File: src/rtl/ioctl_upload_reader_if.sv
// Upload-side (data_io) and SDRAM-port signals of ioctl_upload_reader.
// slave = the reader itself, master = host / SDRAM side.
interface ioctl_upload_reader_if #(
   parameter int AW = 23
);
   logic          ioctl_upload;
   logic          ioctl_rd;
   logic [AW:0]   ioctl_addr;
   logic [7:0]    ioctl_din;
   logic          din_valid;
   logic          port_req;
   logic          port_ack;
   logic [AW-1:0] port_a;
   logic [15:0]   port_q;
   logic          busy;
   logic          err_timeout;
   logic          err_overrun;

   modport slave (
      input  ioctl_upload, ioctl_rd, ioctl_addr, port_ack, port_q,
      output ioctl_din, din_valid, port_req, port_a, busy, err_timeout, err_overrun
   );

   modport master (
      output ioctl_upload, ioctl_rd, ioctl_addr, port_ack, port_q,
      input  ioctl_din, din_valid, port_req, port_a, busy, err_timeout, err_overrun
   );
endinterface

File: src/rtl/ioctl_upload_reader.sv
// Upload read-back: serves data_io byte reads from a one-word cache filled over a toggle req/ack SDRAM port.
// Define IOCTL_UPLOAD_PREFETCH_EN to add a next-word prefetch buffer (PREF state).
module ioctl_upload_reader #(
   parameter int AW      = 23,
   parameter int TIMEOUT = 1023
) (
   input logic                  clk_sys,
   input logic                  reset,
   ioctl_upload_reader_if.slave bus
);
   localparam int TW = ($clog2(TIMEOUT + 1) < 10) ? 10 : $clog2(TIMEOUT + 1);
   localparam logic [TW-1:0] TMAX = TW'(TIMEOUT);

`ifdef IOCTL_UPLOAD_PREFETCH_EN
   typedef enum logic [1:0] {S_IDLE, S_WAIT, S_PREF} state_t;
`else
   typedef enum logic [1:0] {S_IDLE, S_WAIT} state_t;
`endif

   state_t        state_q, state_d;
   logic          upl_q;
   logic [7:0]    din_q, din_d;
   logic          dv_q, dv_d;
   logic          req_q, req_d;
   logic [AW-1:0] a_q, a_d;
   logic          eto_q, eto_d, eov_q, eov_d;
   logic [15:0]   cdat_q, cdat_d;
   logic [AW-1:0] ctag_q, ctag_d;
   logic          cv_q, cv_d;
   logic          pv_q, pv_d;
   logic [AW:0]   paddr_q, paddr_d;
   logic [AW:0]   cur_q, cur_d;
   logic          iss_q, iss_d;
   logic          sil_q, sil_d;
   logic [TW-1:0] tmr_q, tmr_d;
`ifdef IOCTL_UPLOAD_PREFETCH_EN
   logic [15:0]   fdat_q, fdat_d;
   logic [AW-1:0] ftag_q, ftag_d;
   logic          fv_q, fv_d;
   logic          hit_f;
`endif

   logic          upl_fall, upl_rise, rd_ok, aligned, quiet, srv_v, hit_c;
   logic [AW:0]   srv_a;
   logic [AW-1:0] srv_w;

   assign upl_fall = upl_q & ~bus.ioctl_upload;
   assign upl_rise = ~upl_q & bus.ioctl_upload;
   assign rd_ok    = bus.ioctl_rd & bus.ioctl_upload;
   assign aligned  = (req_q == bus.port_ack);
   // a fetch still in flight when the session ends completes without touching outputs or cache
   assign quiet    = sil_q | upl_fall;
   assign srv_v    = (pv_q & ~upl_fall) | rd_ok;
   assign srv_a    = pv_q ? paddr_q : bus.ioctl_addr;
   assign srv_w    = srv_a[AW:1];
   assign hit_c    = cv_q && (ctag_q == srv_w);
`ifdef IOCTL_UPLOAD_PREFETCH_EN
   assign hit_f    = fv_q && (ftag_q == srv_w);
`endif

   always_comb begin
      state_d = state_q;  din_d = din_q;    dv_d   = 1'b0;   req_d = req_q;
      a_d     = a_q;      eto_d = eto_q;    eov_d  = eov_q;
      cdat_d  = cdat_q;   ctag_d = ctag_q;  cv_d   = cv_q;
      pv_d    = pv_q;     paddr_d = paddr_q; cur_d = cur_q;
      iss_d   = iss_q;    sil_d = sil_q;    tmr_d  = tmr_q;
`ifdef IOCTL_UPLOAD_PREFETCH_EN
      fdat_d  = fdat_q;   ftag_d = ftag_q;  fv_d   = fv_q;
`endif
      if (upl_rise) begin
         eto_d = 1'b0;
         eov_d = 1'b0;
      end
      if (state_q != S_IDLE && rd_ok) begin
         if (pv_q) eov_d = 1'b1;
         else begin
            pv_d    = 1'b1;
            paddr_d = bus.ioctl_addr;
         end
      end

      case (state_q)
         S_IDLE: begin
            // pending request has priority; a same-cycle strobe takes its slot
            pv_d = pv_q & rd_ok;
            if (pv_q && rd_ok) paddr_d = bus.ioctl_addr;
            if (srv_v) begin
               if (hit_c) begin
                  din_d = srv_a[0] ? cdat_q[15:8] : cdat_q[7:0];
                  dv_d  = 1'b1;
               end
`ifdef IOCTL_UPLOAD_PREFETCH_EN
               else if (hit_f) begin
                  din_d  = srv_a[0] ? fdat_q[15:8] : fdat_q[7:0];
                  dv_d   = 1'b1;
                  cdat_d = fdat_q;  ctag_d = ftag_q;  cv_d = 1'b1;
                  fdat_d = cdat_q;  ftag_d = ctag_q;  fv_d = cv_q;
               end
`endif
               else begin
                  cur_d   = srv_a;
                  tmr_d   = '0;
                  sil_d   = 1'b0;
                  state_d = S_WAIT;
                  // after an aborted fetch the request is only issued once the late ack shows up
                  iss_d   = aligned;
                  if (aligned) begin
                     a_d   = srv_w;
                     req_d = ~req_q;
                  end
               end
            end
         end

         S_WAIT: begin
            if (aligned && iss_q) begin
               state_d = S_IDLE;
               if (!quiet) begin
                  cdat_d = bus.port_q;
                  ctag_d = a_q;
                  cv_d   = 1'b1;
                  din_d  = cur_q[0] ? bus.port_q[15:8] : bus.port_q[7:0];
                  dv_d   = 1'b1;
               end
`ifdef IOCTL_UPLOAD_PREFETCH_EN
               if (!quiet && !pv_q && !rd_ok) begin
                  state_d = S_PREF;
                  a_d     = a_q + 1'b1;
                  req_d   = ~req_q;
                  tmr_d   = '0;
                  fv_d    = 1'b0;
               end
`endif
            end else if (aligned) begin
               if (quiet) state_d = S_IDLE;
               else begin
                  a_d   = cur_q[AW:1];
                  req_d = ~req_q;
                  iss_d = 1'b1;
                  tmr_d = '0;
               end
            end else if (tmr_q == TMAX) begin
               state_d = S_IDLE;
               cv_d    = 1'b0;
               if (!quiet) begin
                  din_d = 8'hFF;
                  dv_d  = 1'b1;
                  eto_d = 1'b1;
               end
            end else tmr_d = tmr_q + 1'b1;
         end

`ifdef IOCTL_UPLOAD_PREFETCH_EN
         S_PREF: begin
            if (aligned) begin
               state_d = S_IDLE;
               if (!quiet) begin
                  fdat_d = bus.port_q;
                  ftag_d = a_q;
                  fv_d   = 1'b1;
               end
            end else if (tmr_q == TMAX) begin
               state_d = S_IDLE;
               fv_d    = 1'b0;
            end else tmr_d = tmr_q + 1'b1;
         end
`endif

         default: state_d = S_IDLE;
      endcase

      if (upl_fall) begin
         cv_d = 1'b0;
         pv_d = 1'b0;
`ifdef IOCTL_UPLOAD_PREFETCH_EN
         fv_d = 1'b0;
`endif
         if (state_q != S_IDLE) sil_d = 1'b1;
      end
   end

   always_ff @(posedge clk_sys or posedge reset) begin
      if (reset) begin
         state_q <= S_IDLE;  upl_q <= 1'b0;  din_q <= 8'hFF;  dv_q <= 1'b0;
         req_q   <= 1'b0;    a_q   <= '0;    eto_q <= 1'b0;   eov_q <= 1'b0;
         cdat_q  <= '0;      ctag_q <= '0;   cv_q  <= 1'b0;
         pv_q    <= 1'b0;    paddr_q <= '0;  cur_q <= '0;
         iss_q   <= 1'b0;    sil_q <= 1'b0;  tmr_q <= '0;
`ifdef IOCTL_UPLOAD_PREFETCH_EN
         fdat_q  <= '0;      ftag_q <= '0;   fv_q  <= 1'b0;
`endif
      end else begin
         state_q <= state_d; upl_q <= bus.ioctl_upload; din_q <= din_d; dv_q <= dv_d;
         req_q   <= req_d;   a_q   <= a_d;   eto_q <= eto_d;  eov_q <= eov_d;
         cdat_q  <= cdat_d;  ctag_q <= ctag_d; cv_q <= cv_d;
         pv_q    <= pv_d;    paddr_q <= paddr_d; cur_q <= cur_d;
         iss_q   <= iss_d;   sil_q <= sil_d; tmr_q <= tmr_d;
`ifdef IOCTL_UPLOAD_PREFETCH_EN
         fdat_q  <= fdat_d;  ftag_q <= ftag_d; fv_q <= fv_d;
`endif
      end
   end

   assign bus.ioctl_din   = din_q;
   assign bus.din_valid   = dv_q;
   assign bus.port_req    = req_q;
   assign bus.port_a      = a_q;
   assign bus.busy        = (state_q != S_IDLE) | pv_q;
   assign bus.err_timeout = eto_q;
   assign bus.err_overrun = eov_q;
endmodule

File: src/flat_wrapper.sv
// flat-port wrapper written by rule: the top's interface ports become plain ports
module ioctl_upload_reader_flat 
#(
   parameter int AW      = 23,
   parameter int TIMEOUT = 1023
)
  (clk_sys, reset, bus_ioctl_upload, bus_ioctl_rd, bus_ioctl_addr, bus_port_ack, bus_port_q, bus_ioctl_din, bus_din_valid, bus_port_req, bus_port_a, bus_busy, bus_err_timeout, bus_err_overrun);
  ioctl_upload_reader_if #(.AW(AW)) bus_i ();
  input logic clk_sys;
  input logic reset;
  input wire logic [$bits(bus_i.ioctl_upload)-1:0] bus_ioctl_upload;
  input wire logic [$bits(bus_i.ioctl_rd)-1:0] bus_ioctl_rd;
  input wire logic [$bits(bus_i.ioctl_addr)-1:0] bus_ioctl_addr;
  input wire logic [$bits(bus_i.port_ack)-1:0] bus_port_ack;
  input wire logic [$bits(bus_i.port_q)-1:0] bus_port_q;
  output wire logic [$bits(bus_i.ioctl_din)-1:0] bus_ioctl_din;
  output wire logic [$bits(bus_i.din_valid)-1:0] bus_din_valid;
  output wire logic [$bits(bus_i.port_req)-1:0] bus_port_req;
  output wire logic [$bits(bus_i.port_a)-1:0] bus_port_a;
  output wire logic [$bits(bus_i.busy)-1:0] bus_busy;
  output wire logic [$bits(bus_i.err_timeout)-1:0] bus_err_timeout;
  output wire logic [$bits(bus_i.err_overrun)-1:0] bus_err_overrun;
  assign bus_i.ioctl_upload = bus_ioctl_upload;
  assign bus_i.ioctl_rd = bus_ioctl_rd;
  assign bus_i.ioctl_addr = bus_ioctl_addr;
  assign bus_i.port_ack = bus_port_ack;
  assign bus_i.port_q = bus_port_q;
  assign bus_ioctl_din = bus_i.ioctl_din;
  assign bus_din_valid = bus_i.din_valid;
  assign bus_port_req = bus_i.port_req;
  assign bus_port_a = bus_i.port_a;
  assign bus_busy = bus_i.busy;
  assign bus_err_timeout = bus_i.err_timeout;
  assign bus_err_overrun = bus_i.err_overrun;
  ioctl_upload_reader #(.AW(AW), .TIMEOUT(TIMEOUT)) u_core (.clk_sys(clk_sys), .reset(reset), .bus(bus_i));
endmodule
File: config.mk
export PLATFORM = sky130hd
export DESIGN_NAME = ioctl_upload_reader_flat
export DESIGN_NICKNAME = d
export VERILOG_FILES = /design/src/rtl/ioctl_upload_reader_if.sv /design/src/rtl/ioctl_upload_reader.sv /design/src/flat_wrapper.sv
export SDC_FILE = /design/constraint.sdc
export NUM_CORES = 1
export LEC_CHECK = 0
export CORE_UTILIZATION = 60
export CTS_CLUSTER_SIZE = 25
export DETAILED_ROUTE_END_ITERATION = 12
export PLACE_DENSITY = 0.81
export SLEW_MARGIN = 20
export SYNTH_ARGS = -nofsm -noshare
export SYNTH_HDL_FRONTEND = slang
export SYNTH_SLANG_ARGS = --single-unit
File: constraint.sdc
create_clock -name clk_sys -period 9.2 [get_ports clk_sys]
set_input_delay 2.3 -clock clk_sys [delete_from_list [all_inputs] [get_ports clk_sys]]
set_output_delay 2.3 -clock clk_sys [all_outputs]
set_load 0.05 [all_outputs]
==> results.txt <==
----------------------------------------------------
[STA]
  Final hold vios ... 0
  Worst hold-check slack ... 0.504 ns
  Setup skew after layout ... 0.0104 ns
  Worst-Margin Slew ... 1.17 ns
  RSZ-0062 raised after global routing ... false
  Final-report setup violation count ... 0
  Count of final max-slew check failures ... 0
  Post-route fraction of the period consumed by the critical path ... 55.0%
  Final critical path time including I/O delays and setup ... 5.06 ns
  Achievable frequency ... 0.198 GHz
  Relative slew slack ... 22.0%
  Aggregate negative setup slack ... 0 ns

[Setup path]
  Worst endpoint data arrival time ... 5.40 ns
  Critical path peak fanout ... 25
  Most frequent cell on the critical path ... sky130_fd_sc_hd__mux2_2
  Cell depth of the worst flop-to-flop path ... 8
  Critical Path Slowest Stage Cell ... sky130_fd_sc_hd__and4_1
  Peak per-stage delay on the critical path ... 0.85 ns
  Req. time, crit path ... 9.55 ns
  Source of the worst register-to-register timing path ... u_core.pv_q
  Buffering stage count on the worst path with inverters included ... 2
  Kind of critical path ... primary input to register
  CP Launch Type ... primary input
  Type of element capturing the critical path ... register
  Flop2flop setup slack ... 5.55 ns
  Cells traversed along the worst timing path ... clkdlybuf4s50_1 > mux2_2 > xnor2_1 > and4_1 > and2_1 > buf_4 > a31oi_4 > mux2_2
  Crit-path leading delay family ... simple AND/OR/NAND/NOR gates
  Worst reg2reg endpoint ... u_core.bus.ioctl_din[2]

[Hold path]
  Number of instances on the worst hold path ... 1
  Class of the tightest hold or removal check ... register to register
  Origin of the worst min-delay path ... u_core.cdat_q[10]
  Capture endpoint of the worst hold path ... u_core.cdat_q[10]

[Place]
  Final estimated routing congestion in global placement ... 0.802
  Placed wire-length estimate after detailed placement ... 10,800 microns
  I/O Buffers ... 80
  Cell count after placement ... 847

[Synthesis]
  Yosys top cell by area ... sky130_fd_sc_hd__dfrtp_1
  EDFF count, synth ... 0
  Complex-gate fraction of the synthesized area ... 9.53%
  Mux share of post-synthesis cell area ... 23.1%
  Area share of xor/xnor cells in the synthesized design ... 3.11%
  Adder-cell share of the synthesized area ... 0.307%
  Synth top area share ... 44.4%
  Share of synthesized area occupied by flip-flops and latches ... 47.3%
  Leading cell types by total area after synthesis ... sky130_fd_sc_hd__dfrtp_1, sky130_fd_sc_hd__mux2_2, sky130_fd_sc_hd__a211oi_1
  Combinational family with the most area after synthesis ... multiplexers
  Synth Area in Simple Gates ... 13.4%
  Flip-flop and latch count after synthesis ... 138
  Count of unique library cells instantiated by Yosys ... 47
  Average cell area after synthesis ... 11.2 sq um
  Number of standard cells after synthesis ... 656
  Most common cell in the netlist ... sky130_fd_sc_hd__dfrtp_1
  Number of nets produced by synthesis ... 702
  Cell Area, Synth ... 7320 sq um
  Most instantiated cells after synthesis ... sky130_fd_sc_hd__dfrtp_1, sky130_fd_sc_hd__mux2_2, sky130_fd_sc_hd__a211oi_1
  Async set or reset register ratio after synthesis ... 100%
  Most instantiated flip-flop cell in the synthesis netlist ... sky130_fd_sc_hd__dfrtp_1
  Count of warnings emitted by yosys ... 0

[Route]
  Number of search-and-repair iterations in the first detailed-routing pass ... 5
  Via density per instance ... 6.41
  Total length of routed wires ... 17,800 microns
  Number of DRC markers after the initial detailed-route iteration ... 478
  Detail Route Antenna Nets ... 0
  Detailed-route via count ... 5,642
  Wirelength per Cell ... 20.2 microns
  DRC Markers ... 0

[Clock tree]
  Hold-fix buffer count after cts ... 0
  CTS tree ... done
  Cts bufs inserted ... 17
  Count of instances resized after the clock tree is built ... 0
  Clock buffer depth ... 2
  CTS H-tree lvls ... 4
  Clk Latency, worst-skew pair ... 0.43 ns
  Total clock sinks ... 138
  CTS clock-pin slew for the worst setup and hold paths ... 0.06 ns
  Setup bufs post-CTS ... 0
  Root buffer cell ... sky130_fd_sc_hd__clkbuf_16

[Die]
  Number of cell rows ... 39
  Area enclosed by the die boundary ... 12,700 sq um
  Die height ... 112 microns
  Starting density of the core ... 62.8%
  Die width ... 112 microns
  I/O pin count ... 81
  Core area ... 11,700 sq um

[Cells and area]
  Layout overhead on the synthesized area ... 21.3%
  Number of fill cells ... 768
  Layout Nets ... 770
  Layout cells sized above 1 ... 24.7%
  Final Instance Count excl. Fillers ... 880
  ANT cells ... 0

[Pwr]
  PwrDens ... 377 nW/um^2
  Maximum VDD drop ... 0.000271 V
  Leakage dissipation ... 0.00370 uW

[GRT]
  Grt ovf ... 0
  Initial antenna violation count ... 0
  Global-route wire length before repair ... 29,500 microns
  Pin count of the biggest net entering global routing ... 79
  Vias in the first global route ... 5,958
  Global-route total usage across every layer ... 29.9%

[Run]
  Number of maximum-capacitance violations ... 0

[Run status]
  Result of the run ... finished clean

----------------------------------------------------
flip-flops by register name, summed over array words and instances, names as in the netlist, 8 cells and up:
register and count:
u_core.ctag_q 23, u_core.paddr_q 24, u_core.tmr_q 10, u_core.cdat_q 16
u_core.bus.port_a 23, u_core.bus.ioctl_din 8, u_core.cur_q 24
power breakdown:
part           total [uW]  switching (uW)  leakage (uW)  internal [uW]
registers            1120             215       0.00166            910
logic                1480             840       0.00172            637
clock network         752             257      0.000313            495
total                3350            1310       0.00370           2040
worst reg2reg max path, cell delays in order, from the launching register on:
cell	delay, ns
sky130_fd_sc_hd__dfrtp_1	0.33
sky130_fd_sc_hd__buf_4	0.43
sky130_fd_sc_hd__mux2_2	0.44
sky130_fd_sc_hd__xnor2_1	0.24
sky130_fd_sc_hd__and4_1	0.85
sky130_fd_sc_hd__and2_1	0.32
sky130_fd_sc_hd__buf_4	0.36
sky130_fd_sc_hd__a31oi_4	0.26
sky130_fd_sc_hd__mux2_2	0.35
worst max-delay path by stage:
| stage | to | cells past startpoint | startpoint | slack (ns) |
|---|---|---|---|---|
| final | u_core.bus.ioctl_din[2] | 8 | bus_ioctl_addr[19] | 4.14 |
| after global routing | u_core.bus.ioctl_din[2] | 8 | bus_ioctl_addr[19] | 4.08 |
| after CTS | u_core.cur_q[21] | 7 | bus_ioctl_addr[19] | 4.10 |
| after detailed placement | u_core.cur_q[21] | 7 | bus_ioctl_addr[19] | 3.68 |
| after global placement | u_core.cur_q[18] | 7 | bus_ioctl_addr[19] | 3.74 |
| after floorplan | u_core.bus.din_valid | 1 | reset | 3.22 |
layer usage:
metal	routed length, microns	global-route usage [%]	vias to the layer above
li1	-	-	2533
met1	7400	37.6	2834
met2	8820	49.2	221
met3	1040	6.97	54
met4	513	14.1	0
met5	0	0	-
layout make-up:
cell class                      count  area, sq um  area share [%]
Clock buffer                       21          460            5.18
Timing Repair Buffer               93          922            10.4
Sequential cell                   138         3460            39.0
Tap cell                          143          179            2.01
Clock inverter                     11          193            2.17
Multi-Input combinational cell    466         3630            40.9
Inverter                            8         35.0           0.394
metrics by stage:
step	instance area [sq um]	util, %	worst slack [ns]	total power (uW)
2_1_floorplan	7320	-	3.22	2170
3_3_place_gp	8200	70.3	3.74	2510
3_5_place_dp	8200	70.3	3.68	2580
4_1_cts	8850	75.9	4.10	3350
5_1_grt	8880	76.2	4.08	3510
6_report	8880	76.2	4.14	3350
cells in the final DEF (no fill, tap or decap), types with 3 or more instances in the layout:
| cell type | instances |
|---|---|
| sky130_fd_sc_hd__and3_1 | 5 |
| sky130_fd_sc_hd__xnor2_1 | 7 |
| sky130_fd_sc_hd__o31ai_1 | 3 |
| sky130_fd_sc_hd__xor2_1 | 19 |
| sky130_fd_sc_hd__a311o_1 | 5 |
| sky130_fd_sc_hd__mux2i_1 | 34 |
| sky130_fd_sc_hd__nand4_1 | 27 |
| sky130_fd_sc_hd__dfstp_2 | 8 |
| sky130_fd_sc_hd__bufinv_16 | 5 |
| sky130_fd_sc_hd__nor2b_1 | 11 |
| sky130_fd_sc_hd__a211oi_1 | 55 |
| sky130_fd_sc_hd__or2_2 | 3 |
| sky130_fd_sc_hd__inv_1 | 7 |
| sky130_fd_sc_hd__nand2b_1 | 3 |
| sky130_fd_sc_hd__mux2_4 | 18 |
| sky130_fd_sc_hd__or3_1 | 3 |
| sky130_fd_sc_hd__mux2_2 | 95 |
| sky130_fd_sc_hd__a31o_2 | 4 |
| sky130_fd_sc_hd__clkbuf_16 | 17 |
| sky130_fd_sc_hd__clkdlybuf4s50_1 | 80 |
| sky130_fd_sc_hd__a21oi_1 | 14 |
| sky130_fd_sc_hd__dfrtp_1 | 129 |
| sky130_fd_sc_hd__buf_4 | 11 |
| sky130_fd_sc_hd__nand3_1 | 31 |
| sky130_fd_sc_hd__nor3_1 | 6 |
| sky130_fd_sc_hd__o21ai_0 | 5 |
| sky130_fd_sc_hd__nor2_1 | 53 |
| sky130_fd_sc_hd__nand2_1 | 39 |
| sky130_fd_sc_hd__nor4_1 | 3 |
logic make-up after synthesis:
logic type               after synthesis
multiplexers                         148
buffers and inverters                 52
AND/OR/NAND/NOR                      196
AO/OA/AOI/OAI                         94
XOR/XNOR                              26
adder cells (fa/ha/maj)                2
flip-flops                           138
No activity file was read; power rests on OpenSTA's default activity.
